$ cat src/rtl/hex_display_sequencer.sv
// Time-multiplexes one hex-to-seven-segment decoder across NUM_DIGITS digit
// registers, scanning the latched value from the most to the least significant digit.
module hex_display_sequencer #(
  parameter int NUM_DIGITS = 6
) (
  input  logic                    clk,
  input  logic                    reset,
  input  logic [4*NUM_DIGITS-1:0] value,
  input  logic                    blank_zeros,
  input  logic                    load_valid,
  output logic                    load_ready,
  output logic [7*NUM_DIGITS-1:0] segments,
  output logic                    update_done
);

  localparam int IDX_W = (NUM_DIGITS > 1) ? $clog2(NUM_DIGITS) : 1;
  localparam logic [IDX_W-1:0] LAST_IDX = IDX_W'(NUM_DIGITS - 1);
  localparam logic [6:0] SEG_BLANK = 7'b1111111;

  typedef enum logic [1:0] {
    IDLE = 2'd0,
    SCAN = 2'd1,
    DONE = 2'd2
  } state_t;

  state_t                  state;
  logic [IDX_W-1:0]        idx;
  logic [4*NUM_DIGITS-1:0] value_q;
  logic                    blank_q;
  logic                    seen_nonzero;

  logic [3:0] nibble;
  logic       blank_digit;
  logic [6:0] pattern;

  // Active-low patterns; bit 0 = segment a, bit 6 = segment g.
  function automatic logic [6:0] hex_decode(input logic [3:0] hex);
    logic [6:0] seg;
    case (hex)
      4'h0: seg = 7'b1000000;
      4'h1: seg = 7'b1111001;
      4'h2: seg = 7'b0100100;
      4'h3: seg = 7'b0110000;
      4'h4: seg = 7'b0011001;
      4'h5: seg = 7'b0010010;
      4'h6: seg = 7'b0000010;
      4'h7: seg = 7'b1111000;
      4'h8: seg = 7'b0000000;
      4'h9: seg = 7'b0010000;
      4'hA: seg = 7'b0001000;
      4'hB: seg = 7'b0000011;
      4'hC: seg = 7'b1000110;
      4'hD: seg = 7'b0100001;
      4'hE: seg = 7'b0000110;
      default: seg = 7'b0001110;
    endcase
    return seg;
  endfunction

  // Shared decode path: pick the nibble at the current scan position.
  always_comb begin
    nibble = 4'd0;
    for (int i = 0; i < NUM_DIGITS; i++) begin
      if (idx == IDX_W'(i)) nibble = value_q[4*i +: 4];
    end
  end

  // Digit 0 is never blanked so a zero value still shows "0".
  assign blank_digit = blank_q && (nibble == 4'd0) && !seen_nonzero && (idx != '0);
  assign pattern     = blank_digit ? SEG_BLANK : hex_decode(nibble);

  always_ff @(posedge clk or posedge reset) begin
    if (reset) begin
      state        <= IDLE;
      idx          <= '0;
      value_q      <= '0;
      blank_q      <= 1'b0;
      seen_nonzero <= 1'b0;
      segments     <= '1;
      load_ready   <= 1'b1;
      update_done  <= 1'b0;
    end else begin
      case (state)
        IDLE: begin
          if (load_valid && load_ready) begin
            value_q      <= value;
            blank_q      <= blank_zeros;
            idx          <= LAST_IDX;
            seen_nonzero <= 1'b0;
            load_ready   <= 1'b0;
            state        <= SCAN;
          end
        end
        SCAN: begin
          for (int i = 0; i < NUM_DIGITS; i++) begin
            if (idx == IDX_W'(i)) segments[7*i +: 7] <= pattern;
          end
          seen_nonzero <= seen_nonzero | (nibble != 4'd0);
          if (idx == '0) begin
            update_done <= 1'b1;
            state       <= DONE;
          end else begin
            idx <= idx - 1'b1;
          end
        end
        DONE: begin
          update_done <= 1'b0;
          load_ready  <= 1'b1;
          state       <= IDLE;
        end
        default: begin
          update_done <= 1'b0;
          load_ready  <= 1'b1;
          state       <= IDLE;
        end
      endcase
    end
  end

endmodule
$ cat config.mk
export PLATFORM = sky130hd
export DESIGN_NAME = hex_display_sequencer
export DESIGN_NICKNAME = d
export VERILOG_FILES = /design/src/rtl/hex_display_sequencer.sv
export SDC_FILE = /design/constraint.sdc
export NUM_CORES = 1
export LEC_CHECK = 0
export CAP_MARGIN = 0
export CORE_MARGIN = 2
export CORE_UTILIZATION = 25
export DETAILED_ROUTE_END_ITERATION = 10
export PLACE_DENSITY = 0.44
export SYNTH_ARGS = -nofsm -noshare
export SYNTH_HDL_FRONTEND = slang
export SYNTH_SLANG_ARGS = --single-unit
$ cat constraint.sdc
create_clock -name clk -period 2.8 [get_ports clk]
set_clock_uncertainty 0.15 [all_clocks]
set_input_delay 0.56 -clock clk [delete_from_list [all_inputs] [get_ports clk]]
set_output_delay 0.56 -clock clk [all_outputs]
set_load 0.01 [all_outputs]
==> flow_summary.rst <==
.. list-table::
   :header-rows: 1

   * - Metric
     - Value
   * - Top fanout value on the critical path
     - 10
   * - Post-synthesis share of cell area spent on xor and xnor gates
     - 0.2486%
   * - Net Sw Frac
     - 38.82%
   * - Clk_lat worst skew
     - 0.34 ns
   * - Synth warn
     - 0
   * - Fraction of synthesized area in multiplexers
     - 10.19%
   * - Min-Delay Endpoint
     - segments[38]$_DFFE_PP1P_
   * - Internal cell power
     - 4.385 mW
   * - Maximum level of the CTS H-tree
     - 3
   * - Largest family of logic cells by synthesized area
     - compound AO/OA/AOI/OAI gates
   * - Power share of the combinational group
     - 55.0%
   * - Critical Path Sink Type
     - flop
   * - Row count
     - 43
   * - Total net switching power
     - 2.782 mW
   * - Unrepaired setup endpoints after global routing
     - false
   * - Fin area
     - 5114 µm²
   * - Worst slew margin relative to its limit
     - 59.80%
   * - HPWL after detailed placement
     - 6531 µm
   * - DR iter-0 viols
     - 126
   * - Remaining antenna violation count after routing
     - 0
   * - Cell area after technology mapping
     - 3523 µm²
   * - Total I/O pin count
     - 72
   * - Type of the worst min-delay path
     - reg2reg
   * - Worst slack on hold paths
     - 0.3085 ns
   * - Total Wirelength
     - 9027 µm
   * - Time the worst path needs with I/O delays and setup
     - 2.723 ns
   * - Growth of design area from synthesis to finish
     - 45.13%
   * - Starting Density
     - 25.48%
   * - Area of the die
     - 15060 µm²
   * - Type of origin of the critical path
     - flop
   * - FF+latch area
     - 1933 µm²
   * - Cells after synthesis
     - 320
   * - #FFs+latches synth
     - 75
   * - Final layout net count
     - 454
   * - Vert. Die Dim
     - 122.7 µm
   * - Initial antenna violation count
     - 0
   * - Total chip power
     - 7.168 mW
   * - Via count normalized by instance count
     - 4.397
   * - Weighted congestion reported at the end of routability-driven placement
     - 0.7892
   * - Clock network fraction of design power
     - 16.3%
   * - Pin count of the biggest net entering global routing
     - 76
   * - Fillers
     - 1344
   * - Critical Path AT
     - 2.83 ns
   * - Final core area utilization
     - 36.98%
   * - Launch instance of the worst min-delay path
     - segments[38]$_DFFE_PP1P_
   * - Top achievable clock speed
     - 367.2 MHz
   * - Die width
     - 122.7 µm
   * - Final-report setup violation count
     - 0
   * - Std-Cell Core Area
     - 13830 µm²
   * - Synthesized netlist net count
     - 360
   * - Share of synthesized cell area in and, or, nand and nor gates
     - 11.75%
   * - Antenna diodes
     - 0
   * - CTS Buf Count
     - 9
   * - Clock tree root buffer cell
     - clkbuf_16
   * - Clk sinks
     - 75
   * - Global routing usage summed across all routing layers
     - 12.67%
   * - Clock tree from TritonCTS
     - yes
   * - Overall via count from detail_route
     - 2634
   * - Length of the first detailed-routing pass in iterations
     - 4
   * - Total global routing overflow
     - 0
   * - Routed wire length per instance
     - 15.07 µm
   * - DRC violations left
     - 0
   * - Count of buffers from port buffering
     - 71
   * - Depth of the worst hold-timing path
     - 2
   * - Area post-placement
     - 4583 µm²
   * - Longest Clk Path Bufs
     - 2
   * - Global-route wire length before repair
     - 14120 µm
   * - Final hold violation count
     - 0
   * - Number of global-route vias before repair
     - 2625
   * - Number of slew-limit violations in the final report
     - 0
   * - Post-synthesis area per instance
     - 11.01 µm²
   * - Area occupied by multi-input gates
     - 1623 µm²
   * - Post-CTS clock slew at the launch and capture registers of the worst setup and hold paths
     - 0.06 ns
   * - Leakage power total
     - 2.029 nW
   * - Maximum resistive drop on vdd
     - 0.0005607 V
   * - Proportion of layout cells with a drive suffix above 1
     - 36.75%
   * - Post-synthesis sequential area ratio
     - 54.79%
   * - Complex-gate fraction of the synthesized area
     - 14.74%
   * - Distinct cell type count after synthesis
     - 50
   * - Share of the clock period used by the worst path
     - 97.26%
   * - Maximum capacitance violations
     - 0
   * - Sequential group share of total power
     - 28.7%
   * - Number of cells on the worst reg-to-reg path
     - 8
   * - Transition time of the tightest slew-check pin
     - 0.6018 ns
   * - Beginning of the worst register-to-register path
     - idx[0]$_DFFE_PP0P_
   * - Run status
     - finished, final reports clean
   * - Adder-cell share of the synthesized area
     - 4.261%
   * - Worst reg2reg endpoint
     - segments[20]$_DFFE_PP1P_
   * - Flop-to-flop setup slack
     - 0.08 ns
   * - Total negative slack for setup checks
     - 0 ns
   * - Required time at the worst-slack endpoint
     - 2.91 ns
   * - Critical path start-end classification
     - reg2reg
   * - Pwr dens
     - 1402 nW/µm²
## logic make-up (layout without fill, tap and decap cells)
kind of cell,count (synthesis),count (layout)
compound gates,73,74
xor+xnor,1,1
fa+ha+maj,12,12
buf+inv,31,129
flops,75,75
mux,31,31
simple gates,97,97
## how the worst max path moves through the flow
stage | startpoint | end | depth (start not counted)
2_1_floorplan | idx[1]$_DFFE_PP0P_ | segments[28]$_DFFE_PP1P_ | 12
3_3_place_gp | idx[0]$_DFFE_PP0P_ | segments[28]$_DFFE_PP1P_ | 10
3_5_place_dp | idx[0]$_DFFE_PP0P_ | segments[28]$_DFFE_PP1P_ | 10
4_1_cts | idx[0]$_DFFE_PP0P_ | segments[35]$_DFFE_PP1P_ | 11
5_1_grt | idx[0]$_DFFE_PP0P_ | segments[21]$_DFFE_PP1P_ | 10
6_report | idx[0]$_DFFE_PP0P_ | segments[20]$_DFFE_PP1P_ | 8
## synthesized netlist by cell type, drive strengths merged
| library cell | count | share of area, % |
|---|---|---|
| nand2 | 65 | 6.9 |
| a31oi | 2 | 0.53 |
| buf | 11 | 1.9 |
| dfstp | 43 | 32 |
| mux4 | 1 | 0.64 |
| nand3 | 3 | 0.43 |
| o41ai | 1 | 0.78 |
| nor2b | 2 | 0.36 |
| and4 | 1 | 0.25 |
| o211a | 1 | 0.28 |
| dfrtp | 32 | 23 |
| and4b | 1 | 0.28 |
| mux2i | 4 | 1.2 |
| a22oi | 4 | 1.4 |
| and3 | 1 | 0.18 |
| o22ai | 1 | 0.18 |
| nor2 | 13 | 1.5 |
| mux2 | 26 | 8.3 |
| a221oi | 4 | 1.2 |
| o211ai | 5 | 1.1 |
| ha | 12 | 4.3 |
| a32oi | 1 | 0.46 |
| inv | 14 | 1.5 |
| a211o | 1 | 0.25 |
| nand2b | 3 | 0.53 |
| o311a | 1 | 0.32 |
| o31a | 1 | 0.25 |
| o41a | 1 | 0.32 |
| xnor2 | 1 | 0.25 |
| a21oi | 1 | 0.14 |
| or2 | 1 | 0.18 |
| and2 | 1 | 0.18 |
| or3 | 1 | 0.18 |
| o21ai | 49 | 7.6 |
| clkbuf | 6 | 0.64 |
| nor3 | 3 | 0.43 |
| nand4 | 1 | 0.18 |
| nor3b | 1 | 0.21 |
## power by group through the flow
stage	clock, mW	combinational [mW]	sequential, mW
2_1_floorplan	0	1.98	2.09
6_report	1.17	3.94	2.06
4_1_cts	1.21	3.62	2.07
3_5_place_dp	0	3.59	2.08
5_1_grt	1.24	4.31	2.13
3_3_place_gp	0	3.55	2.06
## repair_timing
action	in CTS	in global routing
setup buffers	0	6
setup endpoints to repair	35	36
pin swaps	0	10
resized for setup	7	31
hold buffers	0	0
cloned	0	1
## metal layers
layer,routed length (µm),track usage [%],vias up
met5,0,0,-
met4,143,4.957,0
li1,-,-,1298
met3,416,3.810,8
met2,4184,19.92,66
met1,4283,16.32,1262
## layout by cell type, fill, tap and decap left out, types with 2 or more instances in the layout
master            n
clkdlybuf4s50_1  71
nand2_1          65
dfstp_2          43
dfrtp_1          30
o21ai_1          28
mux2_2           25
buf_4            22
o21ai_0          12
nor2_1           10
inv_1            10
clkbuf_16        10
o21ai_2           9
ha_4              6
o211ai_1          5
inv_2             4
ha_1              4
nand2b_1          3
nand3_1           3
a22oi_2           3
mux2i_1           3
clkbuf_8          3
buf_6             3
buf_12            3
nor2b_1           2
nor2_4            2
o41a_1            2
nor3_1            2
a221oi_4          2
ha_2              2
dfrtp_2           2
## area by class of cell
class | count | share of cell area, %
timing repair buffer | 99 | 18.96
clock buffer | 14 | 5.774
sequential | 75 | 37.80
clock inverter | 2 | 0.2936
tap | 180 | 4.404
multi-input combinational | 215 | 31.73
inverter | 14 | 1.028
## registers in the layout, summed over array words and instances, names as in the netlist
register and cells:
state 2, idx 3, blank_q 1, load_ready 1, seen_nonzero 1, value_q 24
update_done 1, segments 42
## stage by stage
step                      cells  worst slack (ns)
after CTS                   592           0.02506
final                       599           0.07678
after detailed placement    576           -0.1645
after floorplan             320           0.02418
after global routing        599          0.003058
after global placement      576           -0.1459
## critical path, cell delays in order (launching register included)
cell	delay [ns]
dfrtp_2	0.43
buf_4	0.16
ha_4	0.19
buf_4	0.17
o211a_1	0.30
o41a_1	0.52
or3_1	0.38
o311a_2	0.20
o21ai_2	0.16
Power figures use the tool's default switching activity.
